$ cat src/rtl/traffic_phase_timer_if.sv
// Phase timer <-> traffic FSM / button bundle.
// The DUT side takes the slave view.
interface traffic_phase_timer_if #(
    parameter int CNT_W = 8
);
    logic [3:0]       enableCounters;
    logic             pedButton;
    logic             nextEvent;
    logic             pedRequest;
    logic [CNT_W-1:0] remaining;
    logic             phaseFault;

    modport master (
        output enableCounters,
        output pedButton,
        input  nextEvent,
        input  pedRequest,
        input  remaining,
        input  phaseFault
    );

    modport slave (
        input  enableCounters,
        input  pedButton,
        output nextEvent,
        output pedRequest,
        output remaining,
        output phaseFault
    );
endinterface

$ cat src/rtl/traffic_phase_timer.sv
// Times the active traffic phase and pulses nextEvent on expiry;
// also latches pedestrian requests until the walk phase is served.
module traffic_phase_timer #(
    parameter int TICK_DIV   = 50,
    parameter int CNT_W      = 8,
    parameter int DUR_GREEN  = 10,
    parameter int DUR_YELLOW = 3,
    parameter int DUR_RED    = 2,
    parameter int DUR_WALK   = 8
) (
    input logic                  clk,
    input logic                  reset,
    traffic_phase_timer_if.slave bus
);
    localparam int PW = (TICK_DIV > 1) ? $clog2(TICK_DIV) : 1;
    localparam logic [PW-1:0] PMAX = PW'(TICK_DIV - 1);
    localparam logic [CNT_W-1:0] ONE = CNT_W'(1);

    typedef enum logic [1:0] {
        IDLE,
        RUN,
        EXPIRED,
        FAULT
    } state_t;

    state_t state;
    state_t stateNext;

    logic [3:0]       en;
    logic [3:0]       enPrev;
    logic [PW-1:0]    presc;
    logic [CNT_W-1:0] remainingQ;
    logic [CNT_W-1:0] dur;
    logic             nextEventQ;
    logic             pedReqQ;
    logic             sync1;
    logic             sync2;
    logic             sync3;
    logic             riseQ;
    logic             change;
    logic             zero;
    logic             multi;
    logic             tick;
    logic             expire;

    function automatic logic [CNT_W-1:0] fixDur(input int d);
        return (d == 0) ? ONE : CNT_W'(d);
    endfunction

    assign en     = bus.enableCounters;
    assign change = (en != enPrev);
    assign zero   = (en == 4'b0000);
    assign multi  = !zero && !$onehot(en);
    assign tick   = (state == RUN) && (presc == PMAX);
    // A phase change in the expiry cycle reloads instead of pulsing.
    assign expire = tick && (remainingQ == ONE) && !change;

    always_comb begin
        dur = '0;
        unique case (en)
            4'b0001: dur = fixDur(DUR_GREEN);
            4'b0010: dur = fixDur(DUR_YELLOW);
            4'b0100: dur = fixDur(DUR_RED);
            4'b1000: dur = fixDur(DUR_WALK);
            default: dur = '0;
        endcase
    end

    always_ff @(posedge clk or negedge reset) begin
        if (!reset) begin
            state <= IDLE;
        end else begin
            state <= stateNext;
        end
    end

    always_comb begin
        stateNext = state;
        if (multi) begin
            stateNext = FAULT;
        end else if (change) begin
            stateNext = zero ? IDLE : RUN;
        end else if (expire) begin
            stateNext = EXPIRED;
        end
    end

    always_comb begin
        bus.phaseFault = (state == FAULT);
        bus.nextEvent  = nextEventQ;
        bus.remaining  = remainingQ;
        bus.pedRequest = pedReqQ;
    end

    always_ff @(posedge clk or negedge reset) begin
        if (!reset) begin
            enPrev     <= 4'b0000;
            presc      <= '0;
            remainingQ <= '0;
            nextEventQ <= 1'b0;
        end else begin
            enPrev     <= en;
            nextEventQ <= expire;
            if (change || (state != RUN) || tick) begin
                presc <= '0;
            end else begin
                presc <= presc + PW'(1);
            end
            if (multi || (change && zero)) begin
                remainingQ <= '0;
            end else if (change) begin
                remainingQ <= dur;
            end else if (tick && (remainingQ != '0)) begin
                remainingQ <= remainingQ - ONE;
            end
        end
    end

    // Two-flop synchroniser, then a registered rising-edge detect.
    always_ff @(posedge clk or negedge reset) begin
        if (!reset) begin
            sync1   <= 1'b0;
            sync2   <= 1'b0;
            sync3   <= 1'b0;
            riseQ   <= 1'b0;
            pedReqQ <= 1'b0;
        end else begin
            sync1 <= bus.pedButton;
            sync2 <= sync1;
            sync3 <= sync2;
            riseQ <= sync2 & ~sync3;
            if (riseQ && !en[3]) begin
                pedReqQ <= 1'b1;
            end else if (enPrev[3] && !en[3]) begin
                pedReqQ <= 1'b0;
            end
        end
    end
endmodule
$ cat src/flat_wrapper.sv
// flat-port wrapper written by rule: the top's interface ports become plain ports
module traffic_phase_timer_flat 
#(
    parameter int TICK_DIV   = 50,
    parameter int CNT_W      = 8,
    parameter int DUR_GREEN  = 10,
    parameter int DUR_YELLOW = 3,
    parameter int DUR_RED    = 2,
    parameter int DUR_WALK   = 8
)
  (clk, reset, bus_enableCounters, bus_pedButton, bus_nextEvent, bus_pedRequest, bus_remaining, bus_phaseFault);
  traffic_phase_timer_if #(.CNT_W(CNT_W)) bus_i ();
  input logic clk;
  input logic reset;
  input wire logic [$bits(bus_i.enableCounters)-1:0] bus_enableCounters;
  input wire logic [$bits(bus_i.pedButton)-1:0] bus_pedButton;
  output wire logic [$bits(bus_i.nextEvent)-1:0] bus_nextEvent;
  output wire logic [$bits(bus_i.pedRequest)-1:0] bus_pedRequest;
  output wire logic [$bits(bus_i.remaining)-1:0] bus_remaining;
  output wire logic [$bits(bus_i.phaseFault)-1:0] bus_phaseFault;
  assign bus_i.enableCounters = bus_enableCounters;
  assign bus_i.pedButton = bus_pedButton;
  assign bus_nextEvent = bus_i.nextEvent;
  assign bus_pedRequest = bus_i.pedRequest;
  assign bus_remaining = bus_i.remaining;
  assign bus_phaseFault = bus_i.phaseFault;
  traffic_phase_timer #(.TICK_DIV(TICK_DIV), .CNT_W(CNT_W), .DUR_GREEN(DUR_GREEN), .DUR_YELLOW(DUR_YELLOW), .DUR_RED(DUR_RED), .DUR_WALK(DUR_WALK)) u_core (.clk(clk), .reset(reset), .bus(bus_i));
endmodule
$ cat config.mk
export PLATFORM = sky130hd
export DESIGN_NAME = traffic_phase_timer_flat
export DESIGN_NICKNAME = d
export VERILOG_FILES = /design/src/rtl/traffic_phase_timer_if.sv /design/src/rtl/traffic_phase_timer.sv /design/src/flat_wrapper.sv
export SDC_FILE = /design/constraint.sdc
export NUM_CORES = 1
export LEC_CHECK = 0
export CAP_MARGIN = 5
export CELL_PAD_IN_SITES_DETAIL_PLACEMENT = 0
export CELL_PAD_IN_SITES_GLOBAL_PLACEMENT = 1
export CORE_ASPECT_RATIO = 1.1
export CORE_MARGIN = 10
export CORE_UTILIZATION = 47
export DETAILED_ROUTE_END_ITERATION = 7
export HOLD_SLACK_MARGIN = 0.15
export PLACE_DENSITY = 0.89
export SKIP_LAST_GASP = 1
export SLEW_MARGIN = 20
export SYNTH_ARGS = -nofsm -noshare
export SYNTH_HDL_FRONTEND = slang
export SYNTH_SLANG_ARGS = --single-unit
$ cat constraint.sdc
create_clock -name clk -period 3.1 [get_ports clk]
set_clock_uncertainty 0.05 [all_clocks]
set_input_delay 0.62 -clock clk [delete_from_list [all_inputs] [get_ports clk]]
set_output_delay 0.62 -clock clk [all_outputs]
set_load 0.05 [all_outputs]
==> metrics.md <==
| Metric | Value |
|---|---|
| Outcome | `finished, final reports clean` |
| Max H-tree Level | `1` |
| Critical path cell sequence | `clkdlybuf4s50_1 > inv_1 > ha_1 > ha_1 > fa_1 > nor2_1 > a22o_1 > nand2b_1 > a21oi_1 > a31oi_1` |
| Hold Crit Class | `reg -> reg` |
| Die Ht | `approximately 78 um` |
| #FFs+latches synth | `26` |
| ANT cells | `0` |
| Setup tns final | `0 ps` |
| Core area | `2830 um2` |
| Crit. Startpoint | `bus_enableCounters[3]` |
| Max frequency | `about 370 MHz` |
| Cell variety after synth | `32` |
| Synth top area share | `45.7%` |
| TritonCTS clock tree | `built` |
| Pwr Density | `415 nW/um2` |
| Required time worst endpoint | `3300 ps` |
| Via Count | `921` |
| Actual slew at the worst max-slew pin | `510 ps` |
| Area leader, netlist | `dfrtp_1` |
| Final hold violations | `0` |
| CTS Buf Count | `3` |
| CP Buf/Inv Count | `2` |
| Worst hold start | `u_core.sync1$_DFF_PN0_` |
| Minimum clock period | `2700 ps` |
| Drt wl/cell | `13.1 um` |
| Crit path capture type | `flop` |
| P_leak | `between 0.7 and 0.8 nW` |
| Starting Density | `50.4%` |
| Reg2reg setup slack | `1240 ps` |
| Residual DRC | `0` |
| Final Wtd Congestion | `~0.73` |
| Setup violators final | `0` |
| Global-route wire length before repair | `~4300 um` |
| TritonCTS sink count | `26` |
| Delay-heaviest family, CP | `adder cells` |
| Clk_lat worst skew | `320 ps` |
| Iteration-0 DRC Markers | `36` |
| Mapped Cells | `123` |
| Crit Path Class | `in -> reg` |
| CTS resizes | `0` |
| Warnings, synthesis | `0` |
| CTS clk-pin slew, worst paths | `140 ps` |
| Tcrit/Tclk final | `between 80 and 90%` |
| Filler cells | `245` |
| CP Max Fanout | `7` |
| WP data arrival | `2900 ps` |
| Drt first pass iters | `4` |
| Detailed Route WL | `between 2000 and 2500 um` |
| Peak supply drop | `between 200 and 300 uV` |
| Area Growth Syn to Fin | `20.4%` |
| Synthesized area | `1420 um2` |
| Register area share after synthesis | `45.7%` |
| CTS Root Cell | `clkbuf_4` |
| Final core occ | `60.6%` |
| Initial antenna violation count | `0` |
| Mapped Nets | `146` |
| Type of origin of the critical path | `input pin` |
| Row cnt | `20` |
| Post-synth EDFFs | `0` |
| Commonest cells post-synth | `dfrtp_1 (26), ha_1 (15), nor2_1 (11)` |
| Vias per cell | `approximately 5` |
| Post-CTS Hold Fix Bufs | `0` |
| Die X | `72.5 um` |
| Boundary pin count | `18` |
| CP max stage delay | `roughly 480 ps` |
| Total of max-cap violations | `0` |
| Nets@finish | `172` |
| Count leader, synth | `dfrtp_1` |
| Ranking of synthesized cells by area | `dfrtp_1 (46%), ha_1 (13%), xor2_1 (4.3%), xnor2_2 (3.4%), nor2_1 (2.9%)` |
| Clock tree buffer depth | `2` |
| Synthesized area per cell | `11.6 um2` |
| Slew Viols, Final | `0` |
| Die area | `between 5000 and 6000 um2` |
| Fraction of layout cells with a size suffix above 1 | `14.2%` |
| Worst slew margin | `65.9%` |
| RSZ-0062 raised after global routing | `false` |
| Vias in the first global route | `between 1,000 and 1,500` |
| Overall global routing resource usage | `roughly 9%` |
| Most numerous cell on the critical path | `ha_1` |
| Largest net degree at the start of global routing | `27` |
| Post-CTS setup buffers | `0` |
| Prevailing post-synth register cell | `dfrtp_1` |
| Post-route ant nets | `0` |
| Crit-path slowest cell | `clkdlybuf4s50_1` |
| Post-DP HPWL | `slightly below 2000 um` |
| Synth async-reset ratio | `100%` |
| R2R Path Start | `u_core.enPrev[3]$_DFF_PN0_` |
| Grt total ovfl | `0` |
| Port Buffers | `17` |
sequential cells by signal (all words and copies together), names as in the netlist:
signal,flops
u_core.sync2,1
u_core.riseQ,1
u_core.sync1,1
u_core.state,2
u_core.bus.remaining,8
u_core.presc,6
u_core.bus.pedRequest,1
u_core.sync3,1
u_core.enPrev,4
u_core.bus.nextEvent,1
worst paths after layout:
path                                                        to  cells after the start
setup / recovery                   u_core.state[0]$_DFFE_PN0P_                     10
hold reg to reg                         u_core.sync2$_DFF_PN0_                      0
setup reg to reg                     u_core.presc[3]$_DFF_PN0_                      4
max in group asynchronous  u_core.bus.remaining[5]$_DFFE_PN0P_                      2
hold / removal                          u_core.sync2$_DFF_PN0_                      0
min in group asynchronous            u_core.presc[3]$_DFF_PN0_                      2
report_power, final:
group	internal, mW	switching (mW)
clock	0.131	0.0996
combinational	0.0499	0.0718
sequential	0.351	0.00854
total	0.532	0.180
metal layers:
| metal | vias up | track usage (%) | part of all wire, % |
|---|---|---|---|
| li1 | 466 | - | - |
| met1 | 439 | 9.58 | 43 |
| met2 | 12 | 16.5 | 51 |
| met5 | - | 0 | 0 |
| met4 | 0 | 3.80 | 2.0 |
| met3 | 4 | 2.04 | 3.9 |
cells by family (layout without fill, tap and decap cells):
family                   Yosys count  count (layout)  synth area share, %
adder cells (fa/ha/maj)           16              16                 14.6
AND/OR/NAND/NOR                   46              46                 20.4
multiplexers                       1               1                0.703
flip-flops                        26              26                 45.7
AO/OA/AOI/OAI                     11              11                 5.54
buffers and inverters              9              34                 2.90
XOR/XNOR                          14              14                 10.2
metrics by stage:
stage / instance area (um2) / setup WS, ps / power (mW) / std cells / hold slack [ps]
4_1_cts: 1710 / 395 / 0.721 / 181 / 324
3_3_place_gp: 1660 / 127 / 0.488 / 177 / 287
3_5_place_dp: 1660 / 39.2 / 0.491 / 177 / 290
2_1_floorplan: 1420 / 734 / 0.442 / 123 / 274
5_1_grt: 1710 / 259 / 0.744 / 181 / 337
6_report: 1710 / 402 / 0.712 / 181 / 321
placed cells by master, fill, tap and decap left out:
cell / synthesis / layout
nor2_1: 11 / 11
nand3_1: 4 / 4
nand4b_1: 2 / 2
xnor2_1: 4 / 4
nor4_4: 1 / 1
nor2_2: 5 / 5
fa_1: 1 / 1
nand4_4: 1 / 1
xor2_1: 7 / 7
xnor2_2: 3 / 3
nand2_1: 6 / 6
nand2b_1: 1 / 1
clkdlybuf4s50_1: 0 / 17
a21oi_1: 1 / 1
nor2_4: 1 / 1
o21ai_1: 1 / 1
a22o_1: 2 / 2
or4b_1: 1 / 1
o21ai_0: 2 / 2
o211a_1: 2 / 2
mux2i_1: 1 / 1
nor3_1: 1 / 1
nand3b_1: 1 / 1
nor2b_1: 4 / 4
ha_1: 15 / 15
clkbuf_4: 0 / 3
a31oi_1: 1 / 1
and2_1: 1 / 1
buf_4: 0 / 5
inv_1: 8 / 8
dfrtp_1: 26 / 26
nor4_2: 1 / 1
nand4_1: 5 / 5
bufinv_16: 0 / 1
o211ai_1: 2 / 2
layout make-up:
cell class	count	area (um2)	area share, %
Multi-Input combinational cell	88	732	42.7
Timing Repair Buffer	22	208	12.1
Clock inverter	1	30.0	1.75
Clock buffer	3	22.5	1.31
Tap cell	33	41.3	2.41
Inverter	8	30.0	1.75
Sequential cell	26	651	38.0
Note: power is estimated with default switching activity, not from simulation.
